<file path="config.mk">
export PLATFORM = sky130hd
export DESIGN_NAME = spi_mem_arbiter
export DESIGN_NICKNAME = d
export VERILOG_FILES = /design/src/rtl/spi_mem_arb_pkg.sv /design/src/rtl/spi_mem_arbiter.sv
export SDC_FILE = /design/constraint.sdc
export NUM_CORES = 1
export LEC_CHECK = 0
export BUFFER_PORTS_ARGS = -buffer_cell sky130_fd_sc_hd__buf_2
export CAP_MARGIN = 10
export CORE_ASPECT_RATIO = 0.9
export CORE_MARGIN = 5
export CORE_UTILIZATION = 45
export CTS_CLUSTER_SIZE = 20
export DETAILED_ROUTE_END_ITERATION = 6
export PLACE_DENSITY = 0.76
export SLEW_MARGIN = 20
export SYNTH_ARGS = -nofsm -noshare
export SYNTH_HDL_FRONTEND = slang
export SYNTH_SLANG_ARGS = --single-unit
</file>
<file path="constraint.sdc">
create_clock -name clk -period 2.1 [get_ports clk]
set_input_delay 0.105 -clock clk [delete_from_list [all_inputs] [get_ports clk]]
set_output_delay 0.105 -clock clk [all_outputs]
set_load 0.01 [all_outputs]
</file>
<file path="src/rtl/spi_mem_arb_pkg.sv">
// Shared types and constants for the two-port SPI memory arbiter.
package spi_mem_arb_pkg;

  typedef enum logic [1:0] {
    IDLE  = 2'd0,
    ISSUE = 2'd1,
    WAIT  = 2'd2,
    RESP  = 2'd3
  } arb_state_t;

  localparam logic [7:0] TIMEOUT_RDATA = 8'hFF;
  localparam logic       PORT_A        = 1'b0;
  localparam logic       PORT_B        = 1'b1;

endpackage

</file>
<file path="src/rtl/spi_mem_arbiter.sv">
// Round-robin arbiter sharing one SPI memory controller between the CPU port (A)
// and the loader/debug port (B); one access in flight, with a response timeout.
module spi_mem_arbiter
  import spi_mem_arb_pkg::*;
#(
  parameter int unsigned TIMEOUT_CYCLES = 255
) (
  input  logic        clk,
  input  logic        reset_n,
  input  logic        a_req,
  input  logic        a_we,
  input  logic [15:0] a_addr,
  input  logic [7:0]  a_wdata,
  output logic [7:0]  a_rdata,
  output logic        a_ready,
  output logic        a_err,
  input  logic        b_req,
  input  logic        b_we,
  input  logic [15:0] b_addr,
  input  logic [7:0]  b_wdata,
  output logic [7:0]  b_rdata,
  output logic        b_ready,
  output logic        b_err,
  output logic        m_req,
  output logic        m_we,
  output logic [15:0] m_addr,
  output logic [7:0]  m_wdata,
  input  logic [7:0]  m_rdata,
  input  logic        m_ready,
  output logic        busy,
  output logic        grant_b
);

  localparam logic [7:0] TMO = 8'(TIMEOUT_CYCLES);

  arb_state_t  state_q;
  logic [7:0]  cnt_q, cnt_d;
  logic        mask_a_q, mask_b_q;
  logic        grant_b_q;
  logic        m_req_q, m_we_q;
  logic [15:0] m_addr_q;
  logic [7:0]  m_wdata_q;
  logic        a_ready_q, b_ready_q, a_err_q, b_err_q;
  logic [7:0]  a_rdata_q, b_rdata_q;

  logic        req_a_eff, req_b_eff, pick_b, timeout_d;
  logic [7:0]  rsp_data_d;

  always_comb begin
    req_a_eff  = a_req & ~mask_a_q;
    req_b_eff  = b_req & ~mask_b_q;
    // On contention the port that did not win last time takes the grant.
    pick_b     = (req_a_eff & req_b_eff) ? ~grant_b_q : req_b_eff;
    cnt_d      = (cnt_q == 8'hFF) ? cnt_q : cnt_q + 8'd1;
    timeout_d  = (cnt_d >= TMO);
    rsp_data_d = m_ready ? (m_we_q ? 8'h00 : m_rdata) : TIMEOUT_RDATA;
  end

  always_ff @(posedge clk or negedge reset_n) begin
    if (!reset_n) begin
      state_q   <= IDLE;
      cnt_q     <= 8'd0;
      mask_a_q  <= 1'b0;
      mask_b_q  <= 1'b0;
      grant_b_q <= PORT_B;
      m_req_q   <= 1'b0;
      m_we_q    <= 1'b0;
      m_addr_q  <= 16'h0000;
      m_wdata_q <= 8'h00;
      a_ready_q <= 1'b0;
      b_ready_q <= 1'b0;
      a_err_q   <= 1'b0;
      b_err_q   <= 1'b0;
      a_rdata_q <= 8'h00;
      b_rdata_q <= 8'h00;
    end else begin
      m_req_q   <= 1'b0;
      a_ready_q <= 1'b0;
      b_ready_q <= 1'b0;
      a_err_q   <= 1'b0;
      b_err_q   <= 1'b0;
      a_rdata_q <= 8'h00;
      b_rdata_q <= 8'h00;
      case (state_q)
        IDLE: begin
          mask_a_q <= 1'b0;
          mask_b_q <= 1'b0;
          if (req_a_eff | req_b_eff) begin
            grant_b_q <= pick_b;
            m_we_q    <= pick_b ? b_we    : a_we;
            m_addr_q  <= pick_b ? b_addr  : a_addr;
            m_wdata_q <= pick_b ? b_wdata : a_wdata;
            m_req_q   <= 1'b1;
            state_q   <= ISSUE;
          end
        end
        ISSUE: begin
          cnt_q   <= 8'd0;
          state_q <= WAIT;
        end
        WAIT: begin
          cnt_q <= cnt_d;
          // A controller response in the final counted cycle still wins over the timeout.
          if (m_ready || timeout_d) begin
            a_ready_q <= (grant_b_q == PORT_A);
            b_ready_q <= (grant_b_q == PORT_B);
            a_err_q   <= (grant_b_q == PORT_A) & ~m_ready;
            b_err_q   <= (grant_b_q == PORT_B) & ~m_ready;
            a_rdata_q <= (grant_b_q == PORT_A) ? rsp_data_d : 8'h00;
            b_rdata_q <= (grant_b_q == PORT_B) ? rsp_data_d : 8'h00;
            state_q   <= RESP;
          end
        end
        RESP: begin
          mask_a_q <= (grant_b_q == PORT_A);
          mask_b_q <= (grant_b_q == PORT_B);
          state_q  <= IDLE;
        end
        default: state_q <= IDLE;
      endcase
    end
  end

  assign m_req   = m_req_q;
  assign m_we    = m_we_q;
  assign m_addr  = m_addr_q;
  assign m_wdata = m_wdata_q;
  assign a_ready = a_ready_q;
  assign b_ready = b_ready_q;
  assign a_err   = a_err_q;
  assign b_err   = b_err_q;
  assign a_rdata = a_rdata_q;
  assign b_rdata = b_rdata_q;
  assign busy    = (state_q != IDLE);
  assign grant_b = grant_b_q;

endmodule

</file>
==> After elaboration in Yosys (flattened, before gate mapping) <==
Index checks and enable logic that the tools add are counted.
{ "classes": {"n_reduce_logical": 7, "magnitude_cmp": 1, "addsub": 1, "n_eq_ne": 6, "n_bitwise": 10, "muxes": 29} }
{ "ops": {"columns": ["op", "n"], "rows": [
  ["$mux 8", 10],
  ["$mux 16", 1],
  ["$pmux 8 s2", 1],
  ["$mux 1", 12],
  ["$add 8x1->8 const B", 1],
  ["$eq 8x8->1 const B", 1],
  ["$ge 8x8->1 const B", 1],
  ["$pmux 2 s4", 1],
  ["$reduce_bool 2->1", 3],
  ["$and 1x1->1", 5],
  ["$eq 2x2->1 const B", 2],
  ["$mux 2", 2],
  ["$ne 2x2->1 const B", 2],
  ["$not 1->1", 4],
  ["$pmux 1 s2", 2],
  ["$reduce_and 2->1", 2],
  ["$eq 2x1->1 const B", 1],
  ["$logic_not 2->1", 1],
  ["$logic_or 1x1->1", 1],
  ["$or 1x1->1", 1]
]} }
{ "totals": {"ff_bits": 59, "word_cells": 69, "input_bits": 63, "out_inout_bits": 48} }

==> Depth between registers and ports, before layout <==
{ "logic_depth": {"depth_word": 6, "mapped_depth": 8, "mapped_depth_nobuf": 6} }

==> Least setup slack after synthesis <==
No wires, ideal clock.
{ "synth_timing": {"kind": "register to register", "from": "reg cnt_q[0]", "to": "reg state_q[1]", "path_buffers": 1, "synth_period_minus_slack_ns": 1.959, "arrival_ns": 1.827, "setup_time_ns": 0.131, "required_time_ns": 1.969, "stages_incl_launch_ff": 8, "path_slack_ns": 0.141, "cell_sequence": "dfrtp_1 > ha_1 > buf_6 > and3_1 > a32oi_1 > nor3b_4 > and4_1 > or3_1"} }
{ "synth_via": {"elab_chain_len": 6, "elab_cells_between_ends": 7, "classes_between": "add/sub: 1; order compare: 1; eq/ne: 2; mux: 1; reduce/logical: 2"} }
{ "synth_rtl": {"columns": ["item", "line", "text"], "rows": [
  ["start: declaration", "spi_mem_arbiter.sv:37", "logic [7:0] cnt_q, cnt_d;"],
  ["start signal: assignment", "spi_mem_arbiter.sv:102", "cnt_q <= cnt_d;"],
  ["$add 8x1->8 / $eq 8x8->1 (equally long branches)", "spi_mem_arbiter.sv:54", "cnt_d = (cnt_q == 8'hFF) ? cnt_q : cnt_q + 8'd1;"],
  ["$mux 8 (*)", "spi_mem_arbiter.sv:54", null],
  ["$ge 8x8->1 (*)", "spi_mem_arbiter.sv:55", "timeout_d = (cnt_d >= TMO);"],
  ["$logic_or 1x1->1 (*)", "spi_mem_arbiter.sv:104", "if (m_ready || timeout_d) begin"],
  ["$ne 2x2->1 (no line) (*)", null, null],
  ["$reduce_and 2->1 (no line) (*)", null, null],
  ["end signal: assignment", "spi_mem_arbiter.sv:61", "state_q <= IDLE;"],
  ["end signal: assignment", "spi_mem_arbiter.sv:111", "state_q <= RESP;"],
  ["end signal: assignment", "spi_mem_arbiter.sv:117", "state_q <= IDLE;"],
  ["end: declaration", "spi_mem_arbiter.sv:36", "arb_state_t state_q;"]
]} }
Mark *: on every way between the ends. The rest lies on a longest branch, timed or not.
A chain may end at the register's enable or synchronous reset.

==> Final worst setup path <==
{ "layout_timing": {"from": "reg cnt_q[1]", "to": "reg state_q[1]"} }
The elaborated chain is that of the path after synthesis.

==> impl_metrics.json <==
{
  "clock_sinks": 59,
  "synth_top_area_cell": "dfrtp_1",
  "max_cap_viol_count": 0,
  "area_growth_pct": 33.2,
  "regArea_mm2": 0.00148,
  "rsz0062_at_grt": "no",
  "placedCellCount": 438,
  "clockRootBuffer": "clkbuf_8",
  "peakVddDrop_mv": 0.503,
  "ys.warnings.count": 0,
  "layout.nets": 447,
  "clkLatencyLatePin_ps": 320,
  "grt_max_degree": 52,
  "cts_buffer_depth": 2,
  "ys_ff_latch": 59,
  "cts_buffers": 9,
  "fill_cells": 500,
  "vias_per_cell": 5.08,
  "clkTransAtPathRegs_ps": 70,
  "synth_edf_count": 0,
  "die_height_um": 83.4,
  "num_io_pins": 111,
  "hold_ws_ps": 40.4,
  "fin_crit_sh": 0.930,
  "antenna_left": 0,
  "worst_slew_pin_slew_ps": 618,
  "slew_violations": 0,
  "ys_async_sr_fraction": 1.00,
  "crit_path_start_kind": "flop",
  "final_cells": 456,
  "cts_tree": "yes",
  "outcome": "finished, final reports clean",
  "grtUsageTotal": 0.174,
  "p_per_area_mw_per_mm2": 1300,
  "drt_first_pass_iters": 5,
  "antenna_found_initial": 0,
  "initial_core_util": 0.468,
  "p_leak_uw": 0.00194,
  "avgSynthCellArea_um2": 10.1,
  "num_rows": 26,
  "synth_seq_area_share": 0.549,
  "arrival_ps": 2150,
  "grt_overflow": 0,
  "synth_cell_types": 37,
  "netlist_instances": 266,
  "drive_above_1_share": 0.366,
  "multi_input_area_mm2": 0.00112,
  "io_buffers": 110,
  "fp.dieW_um": 91.6,
  "cp.required_ps": 2300,
  "crit_type": "reg -> reg",
  "synth_area_leaders": "dfrtp_1 54%, mux2i_1 9.3%, nand2_1 7.2%",
  "setup_viol": 0,
  "max_freq_mhz": 512,
  "hold_class": "in -> reg",
  "netlist_area_mm2": 0.00269,
  "avgRoutedWirePerCell_um": 13.9,
  "layout_min_cycle_time_ps": 1950,
  "synth.top_cells.by_count": "58 x dfrtp_1, 52 x nand2_1, 31 x o21ai_0",
  "drc": 0,
  "slew-limit-headroom": 0.588,
  "grt_pass1_vias": 2322,
  "synth_top_cell_area_share": 0.539,
  "gp_congestion": 0.800,
  "placed_area_mm2": 0.00334,
  "htree_levels": 3,
  "worst_clock_skew_ps": 7.14,
  "drtIter0Drc": 81,
  "die_area_mm2": 0.00764,
  "crit_fanout": 7,
  "ys.flop_type": "dfrtp_1",
  "routed-via-count": 2317,
  "core_area_mm2": 0.00576,
  "fin_area_mm2": 0.00359,
  "final_hold_viol_count": 0,
  "cp-end-kind": "flop",
  "yosysMostFrequentCell": "dfrtp_1",
  "setup_tns_ps": 0,
  "syn_nets": 333,
  "place_hpwl_um": 4680,
  "wl_um": 6350,
  "grt_pass1_wl_um": 10900
}
worst max-delay path, stage by stage, from the launching register on:
cell	delay (ps)
dfrtp_1	350
ha_1	310
and3_1	250
a32oi_2	140
nor3b_4	320
a211oi_1	120
or3_1	350
cell usage in the layout, fill, tap and decap left out, types with 2 or more instances in the layout:
cell type  netlist  final
and3_1           2      2
nand3_1         11     11
inv_1            8      8
buf_12           0      2
nand2_1         52     52
a21oi_1         24     24
bufinv_16        0      2
nand2b_1         2      2
buf_2            3    110
dfrtp_1         58     58
nor2_1           6      6
a211oi_1         2      2
a31oi_1          2      2
nand4_1          2      2
clkbuf_8         0     11
o22ai_1          2      2
o21ai_0         31     31
buf_4            0      6
a41oi_1          2      2
ha_1             4      4
mux2i_1         25     25
o31ai_1          2      2
registers in the layout, summed over array words and instances (netlist names):
signal,cells
mask_a_q,1
m_req,1
grant_b,1
b_rdata,8
m_we,1
m_addr,16
cnt_q,8
b_err,1
mask_b_q,1
b_ready,1
a_ready,1
a_err,1
a_rdata,8
m_wdata,8
state_q,2
path summary, 6_finish.rpt:
check / from / slack, ps / endpoint / depth (start not counted)
max in group asynchronous: reset_n / 1110 / grant_b / 3
setup / recovery: cnt_q[1] / 150 / state_q[1] / 6
hold / removal: m_rdata[2] / 40 / b_rdata[2] / 3
min in group asynchronous: reset_n / 330 / cnt_q[1] / 2
hold reg to reg: m_addr[13] / 480 / m_addr[13] / 2
setup reg to reg: cnt_q[1] / 150 / state_q[1] / 6
logic make-up (layout without fill, tap and decap cells):
family / count (synthesis) / after routing / synth area share
buf+inv: 24 / 143 / 0.0441
mux: 25 / 25 / 0.0929
compound gates: 71 / 71 / 0.147
flops: 59 / 59 / 0.549
other cells: 0 / 1 / 0
simple gates: 82 / 82 / 0.145
xor+xnor: 1 / 1 / 0.00325
fa+ha+maj: 4 / 4 / 0.0186
layer usage:
metal / wire, µm / share of wire / GRT usage / up-vias
met5: 0 / 0 / 0 / -
met4: 38 / 0.0060 / 0.0603 / 0
met3: 494 / 0.078 / 0.0606 / 4
met2: 3200 / 0.50 / 0.291 / 74
met1: 2610 / 0.41 / 0.207 / 1082
li1: - / - / - / 1157
final cells by class:
class | instances | area share
Tap cell | 70 | 0.0244
Clock buffer | 12 | 0.0433
Inverter | 8 | 0.00837
Clock inverter | 4 | 0.0202
Multi-Input combinational cell | 183 | 0.311
Antenna cell | 1 | 0.000698
Sequential cell | 59 | 0.412
Timing Repair Buffer | 119 | 0.180
stage by stage:
stage,worst slack (ps),util,total power (µW)
after floorplan,141,-,2810
after global placement,196,0.580,3460
after detailed placement,139,0.580,3530
after CTS,128,0.621,4690
after global routing,2.71,0.623,5010
final,147,0.623,4650
power by group:
part | switching [µW] | internal, µW | leakage, µW
Clock | 419 | 731 | 0.000113
Combinational | 1090 | 742 | 0.00106
Sequential | 171 | 1490 | 0.000772
timing repair:
item                       4_1_cts  5_1_grt
setup endpoints to repair        0        1
gates resized for setup          0        1
hold buffers                     1        0
hold endpoints to repair        26        0
setup buffers                    0        0
Note: power is estimated with default switching activity, not from simulation.
